### src/rtl/clock_div_pkg.sv
// Shared constants and period-split helpers for the programmable clock divider.
// Pure package: no timing, no flow control.
package clock_div_pkg;

    localparam int CNT_W_DEF       = 8;
    localparam int DEFAULT_DIV_DEF = 8;
    localparam int DIV_MIN         = 2;

    // Divisors below DIV_MIN cannot produce both a low and a high phase.
    function automatic int clamp_div(input int d);
        return (d < DIV_MIN) ? DIV_MIN : d;
    endfunction

    // Low-phase length; the extra cycle of an odd period goes to the low phase.
    function automatic int calc_h(input int d);
        return d - (d / 2);
    endfunction

endpackage

### src/rtl/clock_div_prog_ch.sv
// One divider channel: counter, active/pending divisor, park control; outputs registered from next state.
// Latency: one iCLK from any input to clk_out/tick/running; divisor loads are never refused here.
module clock_div_prog_ch
    import clock_div_pkg::*;
#(
    parameter int CNT_W       = CNT_W_DEF,
    parameter int DEFAULT_DIV = DEFAULT_DIV_DEF
) (
    input  logic             iCLK,
    input  logic             RST,
    input  logic             en,
    input  logic             sync,
    input  logic             load,
    input  logic [CNT_W-1:0] load_div,
    output logic             clk_out,
    output logic             tick,
    output logic             running,
    output logic             pending
);

    logic [CNT_W-1:0] cnt;
    logic [CNT_W-1:0] div_q;
    logic [CNT_W-1:0] pend_div;

    logic [CNT_W-1:0] cnt_nx;
    logic [CNT_W-1:0] div_nx;
    logic [CNT_W-1:0] d_cur;
    logic [CNT_W-1:0] d_nx;
    logic [CNT_W-1:0] h_nx;
    logic             run_nx;
    logic             apply;

    always_comb begin
        d_cur  = CNT_W'(clamp_div(int'(div_q)));
        apply  = 1'b0;
        cnt_nx = cnt;
        run_nx = running;
        if (sync) begin
            apply  = 1'b1;
            cnt_nx = '0;
            run_nx = en;
        end else if (running) begin
            if (cnt == d_cur - 1'b1) begin
                apply  = 1'b1;
                cnt_nx = '0;
                run_nx = en;
            end else begin
                cnt_nx = cnt + 1'b1;
            end
        end else begin
            // Parked counts as cnt=0 of a new period, so starting jumps straight to 1.
            apply  = 1'b1;
            cnt_nx = en ? CNT_W'(1) : '0;
            run_nx = en;
        end
        div_nx = (apply && pending) ? pend_div : div_q;
        d_nx   = CNT_W'(clamp_div(int'(div_nx)));
        h_nx   = CNT_W'(calc_h(int'(d_nx)));
    end

    always_ff @(posedge iCLK or posedge RST) begin
        if (RST) begin
            cnt      <= '0;
            div_q    <= CNT_W'(DEFAULT_DIV);
            pend_div <= '0;
            pending  <= 1'b0;
            running  <= 1'b0;
            clk_out  <= 1'b0;
            tick     <= 1'b0;
        end else begin
            cnt     <= cnt_nx;
            div_q   <= div_nx;
            running <= run_nx;
            clk_out <= (cnt_nx >= h_nx);
            tick    <= (cnt_nx == h_nx);
            // A load arriving on an apply cycle stays pending for the following boundary.
            if (load) begin
                pending  <= 1'b1;
                pend_div <= load_div;
            end else if (apply) begin
                pending <= 1'b0;
            end
        end
    end

endmodule

### src/rtl/clock_div_prog.sv
// NUM_CH glitch-free programmable dividers sharing one divisor-set handshake and a sync realign.
// Latency: one iCLK to outputs; cfg_ready stays low until every channel has applied its pending divisor.
module clock_div_prog
    import clock_div_pkg::*;
#(
    parameter int NUM_CH      = 2,
    parameter int CNT_W       = CNT_W_DEF,
    parameter int DEFAULT_DIV = DEFAULT_DIV_DEF
) (
    input  logic                    iCLK,
    input  logic                    RST,
    input  logic [NUM_CH-1:0]       en,
    input  logic                    sync,
    input  logic [NUM_CH*CNT_W-1:0] cfg_div,
    input  logic                    cfg_valid,
    output logic                    cfg_ready,
    output logic [NUM_CH-1:0]       clk_out,
    output logic [NUM_CH-1:0]       tick,
    output logic [NUM_CH-1:0]       running
);

    logic [NUM_CH-1:0] pending;
    logic              xfer;

    assign cfg_ready = ~|pending;
    assign xfer      = cfg_valid & cfg_ready;

    for (genvar i = 0; i < NUM_CH; i++) begin : g_ch
        clock_div_prog_ch #(
            .CNT_W       (CNT_W),
            .DEFAULT_DIV (DEFAULT_DIV)
        ) u_ch (
            .iCLK     (iCLK),
            .RST      (RST),
            .en       (en[i]),
            .sync     (sync),
            .load     (xfer),
            .load_div (cfg_div[i*CNT_W +: CNT_W]),
            .clk_out  (clk_out[i]),
            .tick     (tick[i]),
            .running  (running[i]),
            .pending  (pending[i])
        );
    end

endmodule

### config.mk
export PLATFORM = sky130hd
export DESIGN_NAME = clock_div_prog
export DESIGN_NICKNAME = d
export VERILOG_FILES = /design/src/rtl/clock_div_pkg.sv /design/src/rtl/clock_div_prog_ch.sv /design/src/rtl/clock_div_prog.sv
export SDC_FILE = /design/constraint.sdc
export NUM_CORES = 1
export LEC_CHECK = 0
export ABC_AREA = 1
export CELL_PAD_IN_SITES_DETAIL_PLACEMENT = 0
export CELL_PAD_IN_SITES_GLOBAL_PLACEMENT = 2
export CORE_ASPECT_RATIO = 0.6
export CORE_UTILIZATION = 35
export DETAILED_ROUTE_END_ITERATION = 8
export GPL_TIMING_DRIVEN = 0
export PLACE_DENSITY_LB_ADDON = 0.1
export SYNTH_ARGS = -nofsm -noshare
export SYNTH_HDL_FRONTEND = slang
export SYNTH_SLANG_ARGS = --single-unit
### constraint.sdc
create_clock -name iCLK -period 6.44 [get_ports iCLK]
set_input_delay 1.288 -clock iCLK [delete_from_list [all_inputs] [get_ports iCLK]]
set_output_delay 1.288 -clock iCLK [all_outputs]
set_load 0.02 [all_outputs]
==> flow_metrics.py <==
metrics = {
    "routing": {
        "first_pass_iters": 5,
        "vias_per_cell": 4.65,
        "drt_iter0_markers": 189,
        "wl_met1_um": 6340,
        "wl_per_cell_um": 14.4,
        "wl_met3_um": 424,
        "drcViolationCount": 0,
        "wirelength_um": 9990,
        "highest_layer": "met4",
        "dr_wl_met2_um": 3190,
        "antenna_left": 0,
        "via_count": 3219,
    },
    "placement": {
        "dp_hpwl_um": 8320,
        "place.gp.congestion": 0.823,
        "place_ws_ns": 0.318,
        "io_buffer_count": 28,
    },
    "die": {
        "dieArea_mm2": 0.0119,
        "fp.dieW_um": 140,
        "initial_core_util_pct": 36.9,
        "ios": 29,
        "fp.dieH_um": 84.9,
        "rows": 29,
        "core_area_mm2": 0.0108,
    },
    "grt": {
        "antenna_found_initial": 0,
        "grt_max_degree": 36,
        "first_global_vias": 3089,
        "grt_usage_pct": 18.3,
        "grt.overflow.total": 0,
        "grt_pass1_wl_um": 16600,
    },
    "sta": {
        "post-route-period-util_pct": 89.2,
        "hold_viol_final": 0,
        "slew_headroom_pct": 66.6,
        "setup_viol": 0,
        "tns_ns": 0,
        "max_freq_mhz": 174,
        "slew_violations": 0,
        "skew_ns": 0.00422,
        "worst_slew_pin_slew_ns": 0.500,
        "rsz0062_at_grt": "false",
        "fin_crit_ns": 5.74,
        "layout_setup_ws_ns": 0.696,
    },
    "worst_setup_path": {
        "reg2reg_to": "g_ch[1].u_ch.clk_out$_DFF_PP0_",
        "rr_startpoint": "g_ch[1].u_ch.div_q[5]$_DFF_PP0_",
        "crit_path_top_delay_cell": "dfrtp_1",
        "crit_buf_inv": 4,
        "critical_path_class": "reg -> reg",
        "reg2regPathDepth": 35,
        "cp-startpoint": "g_ch[1].u_ch.div_q[5]$_DFF_PP0_",
        "cp-end-kind": "register",
        "cp_common_cell": "nand2_1",
        "crit_family": "simple AND/OR/NAND/NOR gates",
        "reg2reg_slack_ns": 0.70,
        "crit_fanout": 10,
        "slowest_delay_ns": 0.45,
        "crit_required_ns": 6.61,
        "cp-start-kind": "register",
        "cp_data_arrival_time_ns": 5.91,
    },
    "yosys": {
        "synth-edff-count": 0,
        "avgSynthCellArea_um2": 7.84,
        "ys_async_sr_fraction_pct": 100,
        "synthesis.nets": 572,
        "synth_seq_cells": 56,
        "yosys_warnings": 0,
        "syn_inst": 511,
        "synth_area_mm2": 0.00401,
        "synth-main-ff-cell": "dfrtp_1",
        "synth_cell_types": 37,
        "synth-seq-area-share_pct": 35.1,
    },
    "cells_and_area": {
        "synthToLayoutAreaGrowth_pct": 17.6,
        "drive_above_1_share_pct": 14.3,
        "nets": 614,
        "antenna_cells": 0,
    },
    "clock_tree": {
        "cts_hold_buffers": 0,
        "numCtsBuffers": 5,
        "tritoncts": "built",
        "clk_latency_ns": 0.29,
        "cts_buffer_depth": 2,
        "clkTransAtPathRegs_ns": 0.07,
        "htreeDepth": 2,
        "cts_sinks": 56,
        "cts_root_buffer": "clkbuf_16",
    },
    "min_path": {
        "min_path_type": "reg -> reg",
        "worstHoldEndpoint": "g_ch[0].u_ch.pend_div[5]$_DFFE_PP0P_",
        "worstHoldStart": "g_ch[0].u_ch.pend_div[5]$_DFFE_PP0P_",
        "whs_path_depth": 2,
    },
    "power_and_ir_drop": {
        "power_density_mw_per_mm2": 519,
        "p_leak_uw": 0.00240,
        "vdd_drop_max_mv": 0.221,
    },
    "run": {
        "max_cap_violations": 0,
    },
    "status": {
        "status": "complete, no violations",
    },
}
==> what timing repair did <==
item / in CTS / in global routing
setup buffers: 0 / 6
gates resized for setup: 0 / 9
setup endpoints to repair: 0 / 4
==> through the flow <==
stage / total power [uW] / area, um2 / hold WS, ns / utilization, % / std cells
3_3_place_gp: 2090 / 4460 / 0.493 / 41.1 / 678
3_5_place_dp: 2120 / 4480 / 0.502 / 41.3 / 679
6_report: 2440 / 4710 / 0.523 / 43.4 / 693
2_1_floorplan: 1670 / 4010 / 0.478 / - / 511
4_1_cts: 2410 / 4620 / 0.520 / 42.6 / 687
5_1_grt: 2720 / 4710 / 0.528 / 43.4 / 693
==> cells by family (layout without fill, tap and decap cells) <==
group,after synthesis,after routing,synth area share [%]
compound gates,57,57,8.15
xor+xnor,24,24,5.25
fa+ha+maj,39,39,12.6
buf+inv,95,138,9.93
flops,56,56,35.1
mux,10,10,2.81
simple gates,230,230,26.2
==> worst register-to-register path, delay by kind of cell (launching register included) <==
| kind | cells | cell delay [ns] |
|---|---|---|
| AOI/OAI and AO/OA | 7 | 1.41 |
| xor gates and xnor gates | 1 | 0.22 |
| adders and majority gates | 5 | 1.30 |
| buffers and inverters | 4 | 0.39 |
| DFF | 1 | 0.45 |
| and+or+nand+nor | 18 | 1.86 |
==> worst max path at each step <==
stage / slack [ns] / end / depth (start not counted)
final: 0.70 / g_ch[1].u_ch.clk_out$_DFF_PP0_ / 35
after global routing: 0.02 / g_ch[1].u_ch.clk_out$_DFF_PP0_ / 41
after CTS: 0.35 / g_ch[0].u_ch.clk_out$_DFF_PP0_ / 44
after detailed placement: 0.32 / g_ch[0].u_ch.clk_out$_DFF_PP0_ / 32
after global placement: 0.38 / g_ch[0].u_ch.clk_out$_DFF_PP0_ / 32
after floorplan: 1.41 / g_ch[0].u_ch.clk_out$_DFF_PP0_ / 41
==> power breakdown <==
group          total, uW  switching, uW  internal (uW)
Combinational       1570            977            595
Sequential           594            128            466
Clock                278            132            146
Total               2440           1240           1210
==> cell usage after synthesis, drive strengths merged (7+ instances only) <==
cell | number | share of area, %
dfrtp | 54 | 34
o21ai | 18 | 2.8
nand2 | 118 | 12
a21oi | 31 | 3.9
buf | 9 | 1.9
xnor2 | 9 | 2.0
inv | 84 | 7.9
ha | 37 | 12
nor2 | 58 | 6.2
nand4 | 7 | 1.1
nand3 | 35 | 4.7
mux2 | 10 | 2.8
xor2 | 15 | 3.3
==> cell usage in the layout (no fill, tap or decap), drive strengths merged <==
cell type	count
or2	2
nor3	3
o31ai	1
a2111o	1
xnor2	9
nor4	2
nand4	7
and3	1
nand3	35
dfstp	2
clkinvlp	1
fa	2
dfrtp	54
xor2	15
clkbuf	8
o21ai	18
clkdlybuf4s50	28
nor3b	3
nor2	58
buf	16
ha	37
o211ai	2
inv	84
o22ai	2
a21oi	31
nand2	118
mux2	10
a31oi	2
nand3b	1
clkinv	1
==> metal layers <==
layer / vias to the layer above / global-route usage [%]
met5: - / 0
met4: 0 / 3.20
met3: 2 / 3.44
met2: 53 / 21.5
met1: 1454 / 32.3
li1: 1710 / -
==> registers in the layout, indices dropped and copies added, names as in the netlist <==
register            count
g_ch.u_ch.pending       2
g_ch.u_ch.running       2
g_ch.u_ch.div_q        16
g_ch.u_ch.cnt          16
g_ch.u_ch.tick          2
g_ch.u_ch.clk_out       2
g_ch.u_ch.pend_div     16
==> layout make-up <==
cell class	instances	area [um2]
clock buffer	6	129
inverter	84	315
fill	1100	6140
clock inverter	2	16.3
buffer	11	82.6
sequential	56	1400
tap	139	174
multi-input combinational	360	2240
timing repair buffer	35	345
Note: power is estimated with default switching activity, not from simulation.
